--- config.mk ---
export PLATFORM = sky130hd
export DESIGN_NAME = efuse_read_ctrl
export DESIGN_NICKNAME = d
export VERILOG_FILES = /design/src/rtl/efuse_pkg.sv /design/src/rtl/efuse_phase_timer.sv /design/src/rtl/efuse_read_ctrl.sv
export SDC_FILE = /design/constraint.sdc
export NUM_CORES = 1
export LEC_CHECK = 0
export CORE_MARGIN = 4
export CORE_UTILIZATION = 55
export CTS_CLUSTER_DIAMETER = 50
export DETAILED_ROUTE_END_ITERATION = 10
export PLACE_DENSITY = 0.95
export SYNTH_ARGS = -nofsm -noshare
export SYNTH_HDL_FRONTEND = slang
export SYNTH_HIERARCHICAL = 1
export SYNTH_SLANG_ARGS = --single-unit
--- constraint.sdc ---
create_clock -name clk -period 4.7 [get_ports clk]
set_clock_uncertainty 0.05 [all_clocks]
set_input_delay 0.47 -clock clk [delete_from_list [all_inputs] [get_ports clk]]
set_output_delay 0.47 -clock clk [all_outputs]
set_load 0.02 [all_outputs]
--- src/rtl/efuse_pkg.sv ---
// efuse_pkg: shared eFuse widths, read FSM states and a small timing helper.
package efuse_pkg;
    localparam int EFUSE_ADDR_W = 8;
    localparam int EFUSE_BYTE_W = 8;
    typedef enum logic [1:0] {IDLE, SETUP, STROBE, GAP} efuse_rd_st_e;
    function automatic int max1(input int v);
        return v < 1 ? 1 : v;
    endfunction
endpackage

--- src/rtl/efuse_phase_timer.sv ---
// efuse_phase_timer: loadable down-counter that flags expiry on its final count.
module efuse_phase_timer #(
    parameter int W = 7
) (
    input  logic         clk,
    input  logic         rst_n,
    input  logic         load,
    input  logic [W-1:0] load_val,
    output logic         expired
);
    logic [W-1:0] cnt;
    always_ff @(posedge clk or negedge rst_n) begin
        if (!rst_n)
            cnt <= '0;
        else
            cnt <= load ? load_val : (cnt != '0 ? cnt - W'(1) : cnt);
    end
    assign expired = cnt == '0;
endmodule

--- src/rtl/efuse_read_ctrl.sv ---
// efuse_read_ctrl: sequences one NR-bit word read from a byte-wide eFuse macro.
module efuse_read_ctrl
    import efuse_pkg::*;
#(
    parameter int NR         = 64,
    parameter int MEM_BYTES  = 32,
    parameter int TRD_W      = 6,
    parameter int TGAP_W     = 4,
    parameter int BYTE_ORDER = 0,
    localparam int BYTE_NUM  = NR / 8,
    localparam int RSEL      = (MEM_BYTES + BYTE_NUM - 1) / BYTE_NUM,
    localparam int SEL_W     = RSEL > 1 ? $clog2(RSEL) : 1
) (
    input  logic                    clk,
    input  logic                    rst_n,
    input  logic [TRD_W-1:0]        rg_efuse_trd,
    input  logic [TGAP_W-1:0]       rg_efuse_tgap,
    input  logic [SEL_W-1:0]        read_sel,
    input  logic                    read_start,
    input  logic                    read_abort,
    output logic                    read_done,
    output logic                    read_err,
    output logic [NR-1:0]           read_data,
    output logic                    busy_read,
    output logic                    efuse_pgmen_o,
    output logic                    efuse_rden_o,
    output logic                    efuse_aen_o,
    output logic [EFUSE_ADDR_W-1:0] efuse_addr_o,
    input  logic [EFUSE_BYTE_W-1:0] efuse_rdata
);
    localparam int CNT_W = TRD_W > TGAP_W ? TRD_W : TGAP_W;
    localparam int IDX_W = BYTE_NUM > 1 ? $clog2(BYTE_NUM) : 1;

    efuse_rd_st_e     state;
    logic [CNT_W-1:0] t_m1, g_m1, load_val;
    logic [IDX_W-1:0] idx;
    logic             oor_q, load, expired, last, in_range;
    logic [NR-1:0]    shifted;
    int               base;

    assign efuse_pgmen_o = 1'b0;

    always_comb begin
        base     = BYTE_NUM * int'(read_sel);
        in_range = int'(read_sel) < RSEL && base + BYTE_NUM <= MEM_BYTES;
        last     = idx == IDX_W'(BYTE_NUM - 1);
        load     = state == SETUP || (state == STROBE && expired) || (state == GAP && expired && !last);
        load_val = state == STROBE ? g_m1 : t_m1;
        shifted  = BYTE_ORDER == 0 ? (read_data << 8) | NR'(efuse_rdata)
                                   : (read_data >> 8) | (NR'(efuse_rdata) << (NR - 8));
    end

    efuse_phase_timer #(.W(CNT_W)) u_timer (
        .clk      (clk),
        .rst_n    (rst_n),
        .load     (load),
        .load_val (load_val),
        .expired  (expired)
    );

    always_ff @(posedge clk or negedge rst_n) begin
        if (!rst_n) begin
            state        <= IDLE;
            t_m1         <= '0;
            g_m1         <= '0;
            idx          <= '0;
            oor_q        <= 1'b0;
            read_done    <= 1'b0;
            read_err     <= 1'b0;
            read_data    <= '0;
            busy_read    <= 1'b0;
            efuse_rden_o <= 1'b0;
            efuse_aen_o  <= 1'b0;
            efuse_addr_o <= '0;
        end else if (state != IDLE && read_abort) begin
            state        <= IDLE;
            efuse_aen_o  <= 1'b0;
            efuse_rden_o <= 1'b0;
            busy_read    <= 1'b0;
            read_data    <= '0;
            read_err     <= 1'b1;
            read_done    <= 1'b0;
        end else begin
            case (state)
                IDLE: if (read_start && !read_abort) begin
                    state     <= SETUP;
                    busy_read <= 1'b1;
                    read_done <= 1'b0;
                    read_err  <= 1'b0;
                    read_data <= '0;
                    t_m1      <= CNT_W'(max1(int'(rg_efuse_trd)));
                    g_m1      <= CNT_W'(max1(int'(rg_efuse_tgap)) - 1);
                    idx       <= '0;
                    oor_q     <= !in_range;
                    // an out-of-range request never touches the macro pins
                    if (in_range) begin
                        efuse_rden_o <= 1'b1;
                        efuse_addr_o <= EFUSE_ADDR_W'(base);
                    end
                end
                SETUP: if (oor_q) begin
                    state     <= IDLE;
                    busy_read <= 1'b0;
                    read_err  <= 1'b1;
                    read_done <= 1'b1;
                end else begin
                    state       <= STROBE;
                    efuse_aen_o <= 1'b1;
                end
                STROBE: if (expired) begin
                    state       <= GAP;
                    efuse_aen_o <= 1'b0;
                    read_data   <= shifted;
                end
                GAP: if (expired) begin
                    if (last) begin
                        state        <= IDLE;
                        efuse_rden_o <= 1'b0;
                        busy_read    <= 1'b0;
                        read_done    <= 1'b1;
                    end else begin
                        state        <= STROBE;
                        efuse_aen_o  <= 1'b1;
                        efuse_addr_o <= efuse_addr_o + EFUSE_ADDR_W'(1);
                        idx          <= idx + IDX_W'(1);
                    end
                end
                default: state <= IDLE;
            endcase
        end
    end
endmodule

## After elaboration in Yosys (flattened, before gate mapping)

Cells that the tools add are included.

- Register bits: 101
- Bits of input ports: 24
- Output and inout bits: 78
- Logic and storage cells: 118

- $add $sub $neg: 5
- Order comparisons: 3
- Equal/unequal tests: 16
- Mux-type cells: 49
- Bitwise gates (word level): 2
- Reductions and logical operators: 30

Operator list:

| operator | number |
|---|---|
| 2-to-1 mux 64 bit | 3 |
| one-hot mux 64 bit (2 select lines) | 1 |
| OR 64 x 8 -> 64 bit | 1 |
| 2-to-1 mux 8 bit | 4 |
| 2-to-1 mux 6 bit | 4 |
| AND reduction 5 bit | 4 |
| 2-to-1 mux 1 bit | 19 |
| inequality test 3 x 2 -> 1 bit, second input constant | 6 |
| one-hot mux 8 bit (2 select lines) | 1 |
| 2-to-1 mux 2 bit | 6 |
| AND reduction 3 bit | 4 |
| 2-to-1 mux 3 bit | 3 |
| one-hot mux 1 bit (3 select lines) | 3 |
| nonzero test 3 bit | 3 |
| adder 8 x 1 -> 8 bit, second input constant | 1 |
| inequality test 2 bit, second input constant | 4 |
| one-hot mux 2 bit (4 select lines) | 1 |
| nonzero test 4 bit | 2 |
| adder 5 x 4 -> 6 bit, second input constant | 1 |
| <= comparator 6 bit, second input constant | 1 |
| zero test 6 bit | 1 |
| less-than comparator 6 x 1 -> 1 bit, second input constant | 1 |
| inequality test 3 bit, second input constant | 2 |
| one-hot mux 3 bit (2 select lines) | 1 |
| 17 further kinds | 28 |

## Longest topological paths before layout

Gate-level depths: netlist of run 1.

- Word-level depth: 6
- Mapped depth: 10
- Mapped depth without buffers: 8

## Hierarchy

The synthesis of run 1 kept the hierarchy.

Modules (own cells, without submodules):

| module | times used | cells an instance | area each (um^2) | seq. area each (um^2) |
|---|---|---|---|---|
| efuse_read_ctrl | 1 | 443 | 4390.5 | 2352.3 |
| efuse_phase_timer | 1 | 40 | 400.4 | 150.1 |

## Least setup slack after synthesis of run 1

OpenSTA, ideal clock, no wires.

- Kind: reg2reg
- From: register u_timer.cnt[4]
- To: register efuse_addr_o[6]
- Setup time: 78 ps
- Arrival: 2055 ps
- Data required time: 4572 ps
- Slack: 2517 ps
- Cell stages (with the launch flop): 8
- Buffers on the path: 1
- Clock period less this slack: 2183 ps
- Cells stage by stage: dfrtp_1 -> nor4_2 -> and2_4 -> buf_6 -> nand4b_1 -> a21o_1 -> or4_1 -> a21oi_1

- Cells in the longest elaborated chain, start to end: 3

Ends and longest elaborated chain:

| what | line | source |
|---|---|---|
| from (decl) | efuse_phase_timer.sv:11 | `logic [W-1:0] cnt;` |
| from (signal assigned) | efuse_phase_timer.sv:16 | `cnt <= load ? load_val : (cnt != '0 ? cnt - W'(1) : cnt);` |
| zero test 6 bit | efuse_phase_timer.sv:18 | `assign expired = cnt == '0;` |
| named net expired | efuse_read_ctrl.sv:37 | `logic oor_q, load, expired, last, in_range;` |
| inequality test 2 bit (no line) | -- |  |
| AND reduction 6 bit (no line) | -- |  |
| to (signal assigned) | efuse_read_ctrl.sv:98 | `efuse_addr_o <= EFUSE_ADDR_W'(base);` |
| to (signal assigned) | efuse_read_ctrl.sv:124 | `efuse_addr_o <= efuse_addr_o + EFUSE_ADDR_W'(1);` |
| to (decl) | efuse_read_ctrl.sv:28 | `output logic [EFUSE_ADDR_W-1:0] efuse_addr_o,` |

The timed path passes the listed nets, and every way through them passes these cells.
A chain may end at the register's enable or synchronous reset.

## Worst setup path in the final report of run 1

- From: input read_abort
- To: register read_data[50]

- Cells in the longest elaborated chain, start to end: 4
- Elaborated cells on any way between the ends: 8
- Classes of those cells: 2 x eq/ne; 1 x mux; 5 x reduce/logical

Ends and longest elaborated chain:

| what | line | source |
|---|---|---|
| from (decl) | efuse_read_ctrl.sv:20 | `input logic read_abort,` |
| zero test 1 bit | efuse_read_ctrl.sv:85 | `IDLE: if (read_start && !read_abort) begin` |
| logical AND 1 bit | efuse_read_ctrl.sv:85 |  |
| inequality test 3 bit (no line) | -- |  |
| AND reduction 3 bit (no line) | -- |  |
| to (signal assigned) | efuse_read_ctrl.sv:113 | `read_data <= shifted;` |
| to (decl) | efuse_read_ctrl.sv:23 | `output logic [NR-1:0] read_data,` |

Parallel ways exist; a longest one is shown, timed or not.

==> results of run 1 <==
## cell families after synthesis
logic type / Yosys count
and+or+nand+nor: 136
other: 1
buffers and inverters: 102
DFF: 100
xor gates and xnor gates: 6
muxes: 76
AOI/OAI and AO/OA: 55
adders and majority gates: 7
## critical path, cell delays in order
cell,delay [ns]
clkdlybuf4s50_1,0.91
nand2b_1,0.34
nand2_1,0.14
o21ai_4,0.32
buf_4,0.52
mux2i_1,0.27
## per-layer routing
layer	track usage, %	vias up	part of all wire, %
li1	-	1742	-
met1	26.3	1736	42
met2	34.3	121	50
met3	3.31	18	5.9
met4	8.69	0	2.2
met5	0	-	0
## through the flow
stage,power [mW],setup WS [ns],utilization [%]
2_1_floorplan,1.33,2.52,-
3_3_place_gp,1.44,1.73,70.2
3_5_place_dp,1.46,1.59,70.2
4_1_cts,1.99,1.94,72.5
5_1_grt,2.07,1.80,72.5
6_report,1.97,1.95,72.5
## cell type report
cell class | instances | area (sq um)
timing repair buffer | 105 | 1040
clock buffer | 10 | 138
multi-input combinational | 281 | 1900
inverter | 77 | 289
fill | 581 | 2290
clock inverter | 6 | 53.8
sequential | 100 | 2500
tap | 105 | 131
## power by group through the flow
| stage | clock network [mW] | registers [mW] | logic (mW) |
|---|---|---|---|
| after detailed placement | 0 | 1.01 | 0.457 |
| after global placement | 0 | 1.00 | 0.436 |
| after CTS | 0.537 | 0.993 | 0.459 |
| after floorplan | 0 | 1.01 | 0.317 |
| final | 0.524 | 0.994 | 0.456 |
| after global routing | 0.572 | 1.00 | 0.495 |
## final timing paths
| path | start | to | slack [ns] | depth (start not counted) |
|---|---|---|---|---|
| max | read_abort | read_data[50]$_DFFE_PN0P_ | 1.95 | 6 |
| min | rst_n | efuse_addr_o[5]$_DFFE_PN0P_ | 0.06 | 1 |
| max reg2reg | u_timer/cnt[0]$_DFFE_PN0P_ | read_data[50]$_DFFE_PN0P_ | 1.95 | 8 |
| min reg2reg | g_m1[0]$_DFFE_PN0P_ | g_m1[0]$_DFFE_PN0P_ | 0.46 | 1 |
| max in group asynchronous | rst_n | read_data[48]$_DFFE_PN0P_ | 3.49 | 2 |
| min in group clk | g_m1[0]$_DFFE_PN0P_ | g_m1[0]$_DFFE_PN0P_ | 0.46 | 1 |
## state kept, by name (all words and copies together), names as in the netlist, 2 cells and up
signal,cells
u_timer/cnt,6
t_m1,6
state,2
idx,3
g_m1,5
read_data,64
efuse_addr_o,8
## cells in the mapped netlist (all sizes together) (3+ instances only)
master / n / area, sq um
buf: 11 / 70.1
nor2: 18 / 70.1
mux2: 11 / 124
a211oi: 3 / 22.5
ha: 7 / 87.6
nand3: 4 / 20.0
a21oi: 20 / 100
nor3: 4 / 25.0
o21ai: 12 / 60.1
xnor2: 5 / 43.8
mux2i: 65 / 651
clkbuf: 14 / 52.6
nand2b: 3 / 18.8
nand2: 91 / 342
inv: 77 / 289
o31ai: 6 / 45.0
a21o: 3 / 22.5
dfrtp: 100 / 2500
==> flow_summary.ini, run 1 <==
[job]
cap_violations = 0

[grt]
overflow = 0
grt_max_degree = 52
grt_pass1_vias = 3608
antenna_found_initial = 0
grt_use_total_pct = 20.4
grt_pass1_wl_um = 16800

[power]
p_per_area_nw_per_um2 = 326
vdd_drop_max_mv = 0.167
p_comb_share_pct = 23.1
p_sw_uw = 620
p_leak_nw = 2.72
pwr-share-clk_pct = 26.6
seq_power_share_pct = 50.4
swShare_pct = 31.4
p_int_mw = 1.35

[synth]
yosys.cell_types.count = 47
synth-edff-count = 0
synth_compound_area_share_pct = 7.42
muxShareOfSynthArea_pct = 16.2
synth-main-ff-cell = dfrtp_1
synth_warnings = 6
syn-num-nets = 514
netlist_instances = 483
synthAdderAreaFrac_pct = 1.83
postSynthRegisterBits = 100
yosys.area_share.simple_pct = 12.6
ys_async_sr_fraction_pct = 100
synth_top_family_by_area = multiplexers
syn_avg_cell_area_sq_um = 9.92
netlist_area_sq_um = 4790
yosysSeqAreaShare_pct = 52.2
synth-xor-area-share_pct = 1.10

[cells_and_area]
final_cells = 684
layout_commonest_cell = dfrtp_1
final_cell_mix = dfrtp_1 (100), clkdlybuf4s50_1 (99), nand2_1 (91), inv_1 (77), mux2i_1 (65)
diodes = 0
layout-drive-gt1-share_pct = 7.43
postLayoutCellArea_sq_um = 6050
nets = 605
syn_to_final_growth_pct = 26.2

[clock_tree]
cts_tree = done
numCtsBuffers = 9
clk_pin_slew_ns = 0.10
post_cts_buffers = 0
htree_levels = 3
clkSinkCount = 100
clockBufferDepth = 2
cts-root-buf = clkbuf_8
cts-resized-gates = 0
cts_hold_buf = 0
clock_latency_ns = 0.37

[hold_path]
min_path_type = in -> async

[floorplanning]
num_io_pins = 102
initial_utilization_pct = 57.4
die_area_sq_um = 10300
coreArea_sq_um = 8340
rows = 33
die_w_um = 101
die_h_um = 101

[timing]
fmax_ghz = 0.363
slew_headroom_pct = 27.3
holdWs_ns = 0.0602
tns_ns = 0
period_share_pct = 58.6
rsz0062_at_grt = false
hold_violations = 0
slew_violations = 0
finalSetupViolCount = 0
tightest_slew_ns = 1.09
min_period_ns = 2.75

[place]
dp_cells = 668
port_buffers = 100
dp_hpwl_um = 7310
place.gp.congestion = 0.840
place_area_sq_um = 5860

[routing]
drc = 0
drt_first_pass_iters = 4
dr_total_vias = 3617
viasPerCell = 5.29
wl_um = 10100
wl_per_cell_um = 14.8
drt_iter0_markers = 163
detail-route-antenna-nets = 0

[critical_path]
arrival_ns = 2.99
worstPathMaxFanout = 26
worstSetupEndpointType = register
worstPathRequired_ns = 4.94
critPathKind = in -> reg
start_kind = input port

[run_status]
status = finished clean
No activity file was read; power rests on OpenSTA's default activity.
==> run 2: changes to the inputs <==
--- a/config.mk
+++ b/config.mk
@@ -6,10 +6,10 @@
 export NUM_CORES = 1
 export LEC_CHECK = 0
 export CORE_MARGIN = 4
-export CORE_UTILIZATION = 55
+export CORE_UTILIZATION = 46
 export CTS_CLUSTER_DIAMETER = 50
 export DETAILED_ROUTE_END_ITERATION = 10
-export PLACE_DENSITY = 0.95
+export PLACE_DENSITY = 0.86
 export SYNTH_ARGS = -nofsm -noshare
 export SYNTH_HDL_FRONTEND = slang
 export SYNTH_HIERARCHICAL = 1
==> constraint.sdc (replaced) <==
create_clock -name clk -period 2.3 [get_ports clk]
set_clock_uncertainty 0.05 [all_clocks]
set_input_delay 0.23 -clock clk [delete_from_list [all_inputs] [get_ports clk]]
set_output_delay 0.23 -clock clk [all_outputs]
set_load 0.02 [all_outputs]
==> flow_summary.ini, run 2 (same netlist as run 1, synthesis figures left out) <==
[place]
place_area_sq_um = 6030
port_buffers = 100
place.gp.congestion = 0.817
dp_hpwl_um = 7450

[timing]
fmax_ghz = 0.456
hold_violations = 0
period_share_pct = 95.4
min_period_ns = 2.19
holdWs_ns = 0.252
tns_ns = 0
finalSetupViolCount = 0
slew_violations = 0

[cells_and_area]
reg_top3 = read_data: 64 flops, efuse_addr_o: 8 flops
postLayoutCellArea_sq_um = 6290
layout-drive-gt1-share_pct = 9.92
syn_to_final_growth_pct = 31.3
final_cell_mix = dfrtp_1 (100), clkdlybuf4s50_1 (99), nand2_1 (91), inv_1 (77), mux2i_1 (65)
layout_commonest_cell = dfrtp_1
fillers = 807
nets = 621
largest_register_ffs = 64
diodes = 0
regMostFlops = read_data

[critical_path]
worstSetupEndpointType = register
slowest_stage = dfrtp_1
rr_startpoint = u_timer/cnt[4]$_DFFE_PN0P_
arrival_ns = 2.42
critPathKind = reg -> reg
rrSetupSlack_ns = 0.11
worstPathRequired_ns = 2.52
r2r_cells = 7
critPathMaxStageDelay_ns = 0.45
cp_cell_sequence = nor4_4, and2_4, nand4b_1, a21o_1, buf_4, or3_1, a21oi_1
worstPathMaxFanout = 7
start_kind = register
worstReg2RegEnd = efuse_addr_o[5]$_DFFE_PN0P_

[clock_tree]
htree_levels = 3
clk_pin_slew_ns = 0.10
clockBufferDepth = 2
cts_tree = done
cts-root-buf = clkbuf_8
clkSinkCount = 100
numCtsBuffers = 9
clock_latency_ns = 0.34

[floorplanning]
rows = 36
die_h_um = 110
die_w_um = 110
num_io_pins = 102
die_area_sq_um = 12100
initial_utilization_pct = 48.1
coreArea_sq_um = 9950

[routing]
drc = 0
dr_total_vias = 3603
viasPerCell = 4.95
detail-route-antenna-nets = 0
drt_iter0_markers = 139
wl_per_cell_um = 14.5
wl_um = 10600
drt_first_pass_iters = 4

[job]
cap_violations = 0

[power]
p_per_area_nw_per_um2 = 656
vdd_drop_max_mv = 0.329
p_leak_nw = 2.82

[grt]
overflow = 0
grt_max_degree = 65
antenna_found_initial = 0
grt_pass1_vias = 3605
grt_use_total_pct = 17.9
grt_pass1_wl_um = 17200

[run_status]
status = finished clean

[hold_path]
min_path_type = in -> async
==> run 2: area by class of cell <==
| type | instances | area [sq um] | share of cell area (%) |
|---|---|---|---|
| clock inverter | 5 | 37.5 | 0.597 |
| timing repair buffer | 121 | 1240 | 19.7 |
| sequential | 100 | 2500 | 39.8 |
| inverter | 77 | 289 | 4.60 |
| tap | 133 | 166 | 2.65 |
| clock buffer | 11 | 141 | 2.25 |
| multi-input combinational | 281 | 1910 | 30.4 |
==> run 2: critical path: cells and delay by family (launching register included) <==
family | cells | cell delay, ns
AO/OA/AOI/OAI | 2 | 0.39
buffers and inverters | 1 | 0.15
flip-flops | 1 | 0.45
AND/OR/NAND/NOR | 4 | 1.07
==> run 2: layer usage <==
layer  track usage, %  part of all wire [%]  routed length (um)
met4             6.06                   1.2                 132
met5                0                     0                   0
met1             24.3                    44                4690
met3             3.55                   4.5                 480
met2             28.9                    50                5270
==> run 2: worst max path at each step <==
stage                                     startpoint  slack (ns)                          end
after floorplan           u_timer/cnt[4]$_DFFE_PN0P_        0.12  efuse_addr_o[6]$_DFFE_PN0P_
after global placement    u_timer/cnt[2]$_DFFE_PN0P_        0.17  efuse_addr_o[6]$_DFFE_PN0P_
after detailed placement  u_timer/cnt[0]$_DFFE_PN0P_        0.07    read_data[37]$_DFFE_PN0P_
after CTS                 u_timer/cnt[2]$_DFFE_PN0P_        0.05   u_timer/cnt[1]$_DFFE_PN0P_
after global routing      u_timer/cnt[4]$_DFFE_PN0P_       -0.04   u_timer/cnt[1]$_DFFE_PN0P_
final                     u_timer/cnt[4]$_DFFE_PN0P_        0.11  efuse_addr_o[5]$_DFFE_PN0P_
==> run 2: repair_timing <==
action,CTS,global route
endpoints found under the hold margin,18,0
setup endpoints to repair,0,69
hold buffers,1,0
resized for setup,0,8
buffers inserted,0,4
==> run 2: report_power, final <==
part           internal, mW  switching [mW]
logic                 0.515           0.544
clock network         0.426           0.600
registers              1.89           0.149
total                  2.83            1.29
==> run 2: through the flow <==
step	instances	power, mW	worst slack (ns)	utilization, %
5_1_grt	728	4.34	-0.0361	63.2
6_report	728	4.13	0.105	63.2
3_3_place_gp	706	3.00	0.168	60.6
3_5_place_dp	706	3.05	0.0725	60.6
2_1_floorplan	483	2.71	0.117	-
4_1_cts	723	4.08	0.0464	62.5
